`config.mk`:
```
export PLATFORM = sky130hd
export DESIGN_NAME = seq_det_sched
export DESIGN_NICKNAME = d
export VERILOG_FILES = /design/src/rtl/seq_det_sched.sv
export SDC_FILE = /design/constraint.sdc
export NUM_CORES = 1
export LEC_CHECK = 0
export BUFFER_PORTS_ARGS = -buffer_cell sky130_fd_sc_hd__clkbuf_2
export CAP_MARGIN = 30
export CORE_ASPECT_RATIO = 0.75
export CORE_MARGIN = 5
export CORE_UTILIZATION = 50
export CTS_CLUSTER_DIAMETER = 80
export DETAILED_ROUTE_END_ITERATION = 12
export PLACE_DENSITY = 0.68
export RECOVER_POWER = 100
export SYNTH_ARGS = -nofsm -noshare
export SYNTH_HDL_FRONTEND = slang
export SYNTH_SLANG_ARGS = --single-unit
```
`constraint.sdc`:
```
create_clock -name clk -period 3.81 [get_ports clk]
set_input_delay 0.381 -clock clk [delete_from_list [all_inputs] [get_ports clk]]
set_output_delay 0.381 -clock clk [all_outputs]
set_load 0.05 [all_outputs]
```
`src/rtl/seq_det_sched.sv`:
```
// seq_det_sched: round-robin scheduler sharing one serial pattern matcher
// among four bit-serial requesters, with per-frame hit count report.
module seq_det_sched #(
  parameter int FRAME_LEN = 16,
  parameter int PLEN = 5,
  parameter logic [PLEN-1:0] PATTERN = 5'b00110,
  parameter int CNT_W = 5
) (
  input  logic             clk,
  input  logic             rstn,
  input  logic [3:0]       req,
  input  logic [3:0]       bit_in,
  output logic [3:0]       gnt,
  output logic             match,
  output logic             done,
  output logic             abort,
  output logic [1:0]       done_ch,
  output logic [CNT_W-1:0] match_cnt,
  output logic             busy
);

  typedef enum logic [1:0] {IDLE, RUN, REPORT} state_t;

  state_t           state, state_d;
  logic [1:0]       last, last_d;
  logic [PLEN-1:0]  hist, hist_d;
  logic [7:0]       bitcnt, bitcnt_d;
  logic [CNT_W-1:0] prev_cnt, prev_d;
  logic [CNT_W-1:0] cnt_d;
  logic [3:0]       gnt_d;
  logic             match_d, done_d, abort_d;
  logic [1:0]       done_ch_d;

  logic [1:0]       win, idx;
  logic             found;
  logic             b, hit;
  logic [PLEN:0]    ext;

  always_comb begin
    win   = last;
    found = 1'b0;
    idx   = last;
    for (int i = 1; i <= 4; i++) begin
      idx = last + 2'(i);
      if (!found && req[idx]) begin
        win   = idx;
        found = 1'b1;
      end
    end
  end

  // Window includes the bit being sampled now; valid once PLEN bits seen.
  assign b   = bit_in[last];
  assign ext = {hist, b};
  assign hit = (ext[PLEN-1:0] == PATTERN) &&
               ({1'b0, bitcnt} >= 9'(PLEN - 1));

  always_comb begin
    state_d   = state;
    last_d    = last;
    hist_d    = hist;
    bitcnt_d  = bitcnt;
    prev_d    = prev_cnt;
    cnt_d     = match_cnt;
    gnt_d     = gnt;
    match_d   = 1'b0;
    done_d    = 1'b0;
    abort_d   = 1'b0;
    done_ch_d = done_ch;
    unique case (state)
      IDLE: begin
        if (found) begin
          state_d  = RUN;
          last_d   = win;
          gnt_d    = 4'b0001 << win;
          hist_d   = '0;
          bitcnt_d = '0;
          prev_d   = match_cnt;
          cnt_d    = '0;
        end
      end
      RUN: begin
        if (!req[last]) begin
          state_d = IDLE;
          gnt_d   = '0;
          abort_d = 1'b1;
          cnt_d   = prev_cnt;
        end else begin
          hist_d   = ext[PLEN-1:0];
          bitcnt_d = bitcnt + 8'd1;
          if (hit) begin
            match_d = 1'b1;
            if (!(&match_cnt)) cnt_d = match_cnt + 1'b1;
          end
          if (bitcnt == 8'(FRAME_LEN - 1)) begin
            state_d   = REPORT;
            gnt_d     = '0;
            done_d    = 1'b1;
            done_ch_d = last;
          end
        end
      end
      REPORT: state_d = IDLE;
      default: state_d = IDLE;
    endcase
  end

  always_ff @(posedge clk or negedge rstn) begin
    if (!rstn) begin
      state     <= IDLE;
      last      <= 2'd3;
      hist      <= '0;
      bitcnt    <= '0;
      prev_cnt  <= '0;
      match_cnt <= '0;
      gnt       <= '0;
      match     <= 1'b0;
      done      <= 1'b0;
      abort     <= 1'b0;
      done_ch   <= '0;
    end else begin
      state     <= state_d;
      last      <= last_d;
      hist      <= hist_d;
      bitcnt    <= bitcnt_d;
      prev_cnt  <= prev_d;
      match_cnt <= cnt_d;
      gnt       <= gnt_d;
      match     <= match_d;
      done      <= done_d;
      abort     <= abort_d;
      done_ch   <= done_ch_d;
    end
  end

  assign busy = (state == RUN);

endmodule
```
Yosys cells after proc, flatten, opt, wreduce, memory -nomap -nowiden
Index checks and enable logic that the tools add are counted.

word-level totals
  register bits = 35
  output and inout port bits = 15
  word-level logic and storage cells = 90

operators by class
  multiplexer cells = 44
  order comparisons = 5
  shifts and indexed selects = 1
  equal/unequal tests = 8
  add/subtract/negate cells = 5
  reductions and logical operators = 16

operator list
  operator                                                    number
  two-way mux 5 bit                                           4
  two-way mux 1 bit                                           17
  two-way mux 4 bit                                           4
  two-way mux 8 bit                                           2
  case mux 4 bit (2 select lines)                             2
  case mux 8 bit (2 select lines)                             1
  two-way mux 2 bit                                           7
  less-than comparator 2 x 3 -> 1 bit, second input constant  4
  binary-select mux 1 bit (select 2 bit)                      5
  case mux 5 bit (2 select lines)                             1
  AND reduction 3 bit                                         3
  adder 8 x 1 -> 8 bit, second input constant                 1
  equality test 8 x 4 -> 1 bit, second input constant         1
  >= comparator 8 x 3 -> 1 bit, second input constant         1
  != test 3 bit, second input constant                        2
  adder 5 x 1 -> 5 bit, second input constant                 1
  equality test 5 x 3 -> 1 bit, second input constant         1
  AND reduction 5 bit                                         1
  adder 2 bit, second input constant                          2
  logical AND 1 bit                                           4
  case mux 2 bit (2 select lines)                             1
  AND reduction 2 bit                                         2
  AND reduction 4 bit                                         1
  << shifter 1 x 2 -> 4 bit, first input constant             1
  other kinds (8)                                             10

Longest topological paths before layout
Gate-level depths: netlist (run 1).

  depth after elaboration = 16
  gate-level depth with buffers = 7
  mapped depth without buffers = 6

Worst setup path before layout (run 1)
OpenSTA, ideal clock, no wires.

  path type = reg2reg
  start point = register match_cnt[0]
  end point = register match_cnt[0]
  library setup time = 0.125 ns
  path slack = 1.676 ns
  path buffers = 0
  clock period less this slack = 2.134 ns
  required time = 3.685 ns
  stages on the path, launching flop included = 7
  arrival time = 2.009 ns
  cells stage by stage = dfrtp_1 > ha_1 > and3_1 > ha_1 > a211oi_1 > a22oi_4 > mux2_4

on the way
  word-level cells in the longest chain between the ends = 5
  elaborated cells on any way between the ends = 8

RTL lines
  what                             line  text
  from (decl)                      18    output logic [CNT_W-1:0] match_cnt,
  from (signal assigned)           127   match_cnt <= cnt_d;
  adder 5 x 1 -> 5 bit             93    if (!(&match_cnt)) cnt_d = match_cnt + 1'b1;
  two-way mux 5 bit                93
  two-way mux 5 bit                91    if (hit) begin
  two-way mux 5 bit                83    if (!req[last]) begin
  case mux 5 bit (2 select lines)  70    unique case (state)

Parallel ways exist; a longest one is shown, timed or not. The select of a mux whose other input is x is not followed.
A chain may end at the register's enable or synchronous reset.

Worst setup path after layout (run 1)
  start point = register last[1]
  end point = register match_cnt[4]

on the way
  word-level cells in the longest chain between the ends = 15
  elaborated cells on any way between the ends = 31

RTL lines
  what                                     line  text
  from (decl)                              25    logic [1:0] last, last_d;
  from (signal assigned)                   123   last <= last_d;
  adder 2 x 1 -> 2 bit                     44    idx = last + 2'(i);
  binary-select mux 1 bit (select 2 bit)   45    if (!found && req[idx]) begin
  two-way mux 1 bit (implied by the code)  45
  two-way mux 1 bit                        45
  logical NOT 1 bit                        45
  logical AND 1 bit                        45
  two-way mux 1 bit                        45
  logical NOT 1 bit                        45
  logical AND 1 bit                        45
  two-way mux 1 bit                        45
  logical NOT 1 bit                        45
  logical AND 1 bit                        45
  two-way mux 1 bit                        45
  != test 2 bit (no source line)           -
  AND reduction 4 bit (no source line)     -

Parallel ways exist; a longest one is shown, timed or not. The select of a mux whose other input is x is not followed.

==> metrics.yaml, run 1 <==
cpMaxStageDelayCell: "dfstp_1"
ys_ff_latch: 35
powerDensity_nw_per_um2: 756.1
ios: 25
routed_wl_um: 3764
skew_ps: 10.22
routed_via_density: 5.667
violations: "max-capacitance violations, max-slew violations"
synth_edf_count: 0
overflow: 0
rsz0062_at_grt: "false"
fin_area_um2: 2063
grt_max_degree: 36
slew_headroom_pct: -20.74
drtIter0Drc: 147
required_ps: 3970
crit_fanout: 10
antenna_left: 0
whs_ps: 491.3
post-route-period-util_pct: 64.40
worst_pin_slew_ps: 1811
syn-num-nets: 172
ir_drop_uv: 288.4
grt_pass1_wl_um: 6210
critPathCaptureType: "flop"
drv_cap: 1
drive_gt1_share_pct: 15.68
synth.most_common_cell: "dfrtp_1"
num-nets-final: 198
cts.path.max_buffers: 2
max_freq_mhz: 407.6
synthCells: 158
core_um2: 3613
final_util_pct: 57.10
cts_resized: 0
grt_pass1_vias: 1268
numClockSinks: 35
hp-class: "reg -> reg"
io_buffers: 24
yosys.area.top_type: "dfrtp_1"
placed_cell_area_um2: 1997
initial_core_util_pct: 51.35
finalHoldViolCount: 0
clkSlewWorstSetupHoldPaths_ps: 60
clkLatencyLatePin_ps: 280
synthTopCellsByArea: "dfrtp_1 45%, mux2_4 4.9%, mux2i_1 3.8%"
route.detailed.drc: 0
crit_chain: "mux4_2 > nand2_1 > a22oi_1 > mux2_4"
drv_slew: 36
worst_slack_ps: 1356
power_mw: 1.560
worstSetupPathType: "reg -> reg"
tritoncts: "done"
synthTopCellsByCount: "33 x dfrtp_1, 9 x nand2_1, 9 x nand2b_1"
syn2layout_area_growth_pct: 11.19
drt_pass1_iterations: 4
via_count: 1343
cts_root_buf: "clkbuf_8"
synth_area_per_cell_um2: 11.74
slowest_delay_ps: 680
antenna_cells: 0
synth_top_flop_cell: "dfrtp_1"
finalSetupViolCount: 0
syn_area_um2: 1856
outcome: "complete, but fails checks"
track_usage_pct: 15.80
cts_hold_buf: 0
wl_per_cell_um: 15.88
start_kind: "flop"
antenna_found_initial: 0
yosysWarningCount: 0
synth_cell_type_count: 46
p_leak_nw: 0.9709
rows: 19
numCtsBuffers: 5
routabilityCongestion: 0.7894
die_w_um: 80.34
post-place-cells: 229
synth.top_cell.area_share_pct: 44.50
ys_async_sr_fraction_pct: 100.0
layoutNonFillerInstCount: 237
setup_tns_ps: 0
cts-htree-levels: 2
cts_setup_buffers: 0
min_period_ps: 2454
die_height_um: 62.76
ys_seq_area_share_pct: 47.34
dp_hpwl_um: 2733
cp.arrival_ps: 2620
post-place-ws_ps: 1657
die_area_um2: 5042
-- final cells by class --
| type | instances | area (µm²) |
|---|---|---|
| tap | 52 | 65.06 |
| multi-input combinational | 111 | 862.1 |
| clock inverter | 2 | 60.06 |
| sequential | 35 | 878.3 |
| timing repair buffer | 24 | 98.84 |
| inverter | 7 | 26.28 |
| fill | 328 | 1550 |
| clock buffer | 6 | 72.57 |
-- sequential cells by signal, summed over array words and instances (netlist names) --
register   flops
bitcnt         8
abort          1
match_cnt      5
match          1
done_ch        2
done           1
gnt            4
hist           4
prev_cnt       5
last           2
state          2
-- where the power goes --
part	internal, mW	total, mW	switching [mW]
Sequential	0.461	0.542	0.0811
Combinational	0.217	0.627	0.411
Clock	0.262	0.391	0.129
-- kinds of logic after synthesis --
| group | count (synthesis) | synth area share, % |
|---|---|---|
| buffers and inverters | 12 | 3.776 |
| and+or+nand+nor | 51 | 16.65 |
| adders and majority gates | 4 | 2.697 |
| AOI/OAI and AO/OA | 35 | 14.97 |
| xor gates and xnor gates | 1 | 0.4721 |
| DFF | 35 | 47.34 |
| muxes | 20 | 14.09 |
-- path summary, 6_finish.rpt --
path                       slack [ps]  cells past startpoint                        to                 from
max                              1360                      4  match_cnt[4]$_DFFE_PN0P_  last[1]$_DFFE_PN1P_
min                               490                      1        gnt[1]$_DFFE_PN0P_   gnt[1]$_DFFE_PN0P_
max reg2reg                      1360                      4  match_cnt[4]$_DFFE_PN0P_  last[1]$_DFFE_PN1P_
min reg2reg                       490                      1        gnt[1]$_DFFE_PN0P_   gnt[1]$_DFFE_PN0P_
max in group asynchronous        2180                      1   prev_cnt[1]$_DFFE_PN0P_                 rstn
min in group asynchronous         580                      1        gnt[3]$_DFFE_PN0P_                 rstn
-- layer usage --
layer | global-route usage (%) | wire, µm | vias to the layer above
met4 | 5.063 | 53 | 0
met2 | 23.14 | 1711 | 33
li1 | - | - | 634
met1 | 22.35 | 1817 | 669
met3 | 4.611 | 182 | 7
met5 | 0 | 0 | -
-- cell usage in the layout (no fill, tap or decap), types with 5 or more instances in the layout --
cell,count
nand3_1,5
clkbuf_1,18
inv_1,7
mux2_2,5
nor4_1,5
nand2_1,10
nand2b_1,9
clkbuf_8,5
o21ai_0,7
a22o_1,7
nor2_1,9
dfrtp_1,33
mux2i_1,7
clkbuf_2,7
-- worst max-delay path: cells and delay by family (launching register included) --
kind             cells  cell delay, ps
AO/OA/AOI/OAI        1             660
flip-flops           1             680
multiplexers         2             790
AND/OR/NAND/NOR      1             210
Note: power is estimated with default switching activity, not from simulation.
==> run 2: changes to the inputs <==
==> constraint.sdc (replaced) <==
create_clock -name clk -period 2.29 [get_ports clk]
set_input_delay 0.229 -clock clk [delete_from_list [all_inputs] [get_ports clk]]
set_output_delay 0.229 -clock clk [all_outputs]
set_load 0.05 [all_outputs]
==> run 2 against run 1 <==
Net effect: the run still ends with max-capacitance violations, max-slew violations left; wire length rose by 1.4%; clock power rose by 5.1%; count of clock-buffer cells in the layout rose by 1; clock skew fell by 3.8 ps; sequential share of layout area rose by 0.50 points; first-iteration DRC count fell by 24%; critical path type unchanged; total power rose by 53%; critical path depth did not move; cell area fell by 1.2%; sequential cell count did not move; non-clock buffer count rose by 2; maximum frequency rose by 16%; largest cell class unchanged.
==> metrics.yaml, run 2 (synthesized netlist as in run 1, its figures left out) <==
outcome: "complete, but fails checks"
violations: "max-capacitance violations, max-slew violations"
die_w_um: 80.34  # unchanged
routed_wl_um: 3817  # +1.4%
largest_reg_flops: 8  # unchanged
clkLatencyLatePin_ps: 280  # about the same
skew_ps: 6.394  # -3.830 ps
antenna_cells: 0  # unchanged
finalHoldViolCount: 0  # unchanged
setup_tns_ps: 0  # unchanged
required_ps: 2440  # -1530 ps
worst_pin_slew_ps: 1840  # +29.09 ps
hp-class: "in -> async"
rsz0062_at_grt: "false"
final_cell_mix: "33 x dfrtp_1, 19 x clkbuf_1, 9 x nand2b_1, 9 x nor2_1, 9 x nand2_1"
antenna_left: 0  # unchanged
worst_r2r_path_depth: 4  # unchanged
die_height_um: 62.76  # unchanged
grt_max_degree: 36  # unchanged
cts_root_buf: "clkbuf_8"
powerDensity_nw_per_um2: 1170  # +55%
numCtsBuffers: 5  # unchanged
cp.arrival_ps: 2280  # -340 ps
cts.path.max_buffers: 2  # unchanged
routabilityCongestion: 0.8869  # +12%
grt_pass1_vias: 1366  # +7.7%
drive_gt1_share_pct: 16.58  # +0.90 points
critPathCaptureType: "flop"
cts_hold_buf: 0  # unchanged
overflow: 0  # unchanged
drt_pass1_iterations: 4  # unchanged
via_count: 1334  # -0.67%
dp_hpwl_um: 2850  # +4.3%
min_period_ps: 2123  # -330.6 ps
start_kind: "flop"
io_buffers: 24  # unchanged
layout_commonest_cell: "dfrtp_1"
rows: 19  # unchanged
ir_drop_uv: 382.7  # +33%
p_leak_nw: 0.9612  # -1.0%
cts-htree-levels: 2  # unchanged
drtIter0Drc: 112  # -24%
worstSetupPathType: "reg -> reg"
initial_core_util_pct: 51.35  # unchanged
route.detailed.drc: 0  # unchanged
ios: 25  # unchanged
die_area_um2: 5042  # unchanged
drv_slew: 36  # unchanged
post-place-ws_ps: 251.2  # -1406 ps
num-nets-final: 200  # +1.0%
finalSetupViolCount: 0  # unchanged
cts_resized: 0  # unchanged
clkSlewWorstSetupHoldPaths_ps: 60  # about the same
syn2layout_area_growth_pct: 9.913
drv_cap: 1  # unchanged
post-route-period-util_pct: 92.70  # +28 points
tritoncts: "done"
cts_setup_buffers: 0  # unchanged
antenna_found_initial: 0  # unchanged
core_um2: 3613  # unchanged
routed_via_density: 5.582  # -1.5%
wl_per_cell_um: 15.97  # +0.56%
crit_fanout: 10  # unchanged
numClockSinks: 35  # unchanged
track_usage_pct: 16.36  # +0.56 points
grt_pass1_wl_um: 6382  # +2.8%
max_freq_mhz: 471.1  # +16%
top_regs: "bitcnt: 8 flops, match_cnt: 5 flops, prev_cnt: 5 flops"
slew_headroom_pct: -22.68  # -1.9 points
top_register: "bitcnt"
worst_slack_ps: 167.1  # -1189 ps
## run 2: cell count changes in the layout (fill, tap and decap cells not counted), moves of 2 or more
cell	previous run	this run
bufinv_16	2	0
mux2_4	4	1
buf_4	0	2
a21boi_0	2	0
mux2_1	2	5
a21boi_1	0	2
## run 2: metrics by stage
| step | std cells | area [µm²] | hold slack, ps | power, mW | utilization (%) |
|---|---|---|---|---|---|
| 6_report | 239 | 2039 | 447.1 | 2.387 | 56.44 |
| 5_1_grt | 239 | 2039 | 511.4 | 2.557 | 56.44 |
| 4_1_cts | 239 | 2093 | 77.64 | 2.477 | 57.93 |
| 3_5_place_dp | 231 | 2012 | 383.4 | 2.053 | 55.68 |
| 3_3_place_gp | 231 | 2012 | 363.7 | 2.010 | 55.68 |
| 2_1_floorplan | 158 | 1856 | -66.59 | 1.849 | - |
## run 2: routing by layer
layer	share of wire [%]	vias to the layer above	global-route usage, %
li1	-	639	-
met1	47	653	21.73
met2	46	36	25.52
met3	5.6	6	5.764
met4	1.1	0	4.008
met5	0	-	0
## run 2: layout make-up
cell class              count  area [µm²]
repair buffers             26       113.9
multi-input cells         111       874.6
inverters                   7       26.28
flip-flops and latches     35       878.3
clock buffers               7       76.32
fillers                   330        1574
clock inverters             1       5.005
well taps                  52       65.06
## run 2: final timing paths
| path | startpoint | to | slack [ps] |
|---|---|---|---|
| worst max-delay path | last[1]$_DFFE_PN1P_ | gnt[2]$_DFFE_PN0P_ | 170 |
| worst max register to register | last[1]$_DFFE_PN1P_ | gnt[2]$_DFFE_PN0P_ | 170 |
| worst min register to register | gnt[3]$_DFFE_PN0P_ | gnt[3]$_DFFE_PN0P_ | 500 |
| min in group clk | req[0] | last[1]$_DFFE_PN1P_ | 480 |
| max in group asynchronous | rstn | bitcnt[6]$_DFFE_PN0P_ | 780 |
| worst min-delay path | rstn | gnt[1]$_DFFE_PN0P_ | 450 |
## run 2: where the power goes
group | total (mW) | internal (mW) | switching [mW]
sequential | 0.910 | 0.771 | 0.139
combinational | 1.07 | 0.365 | 0.701
clock | 0.411 | 0.213 | 0.198
## run 2: critical path: stages, from the launching register on
cell	delay (ps)
dfstp_2	610
mux4_2	670
nand2_4	170
o21ai_0	230
a22o_1	330
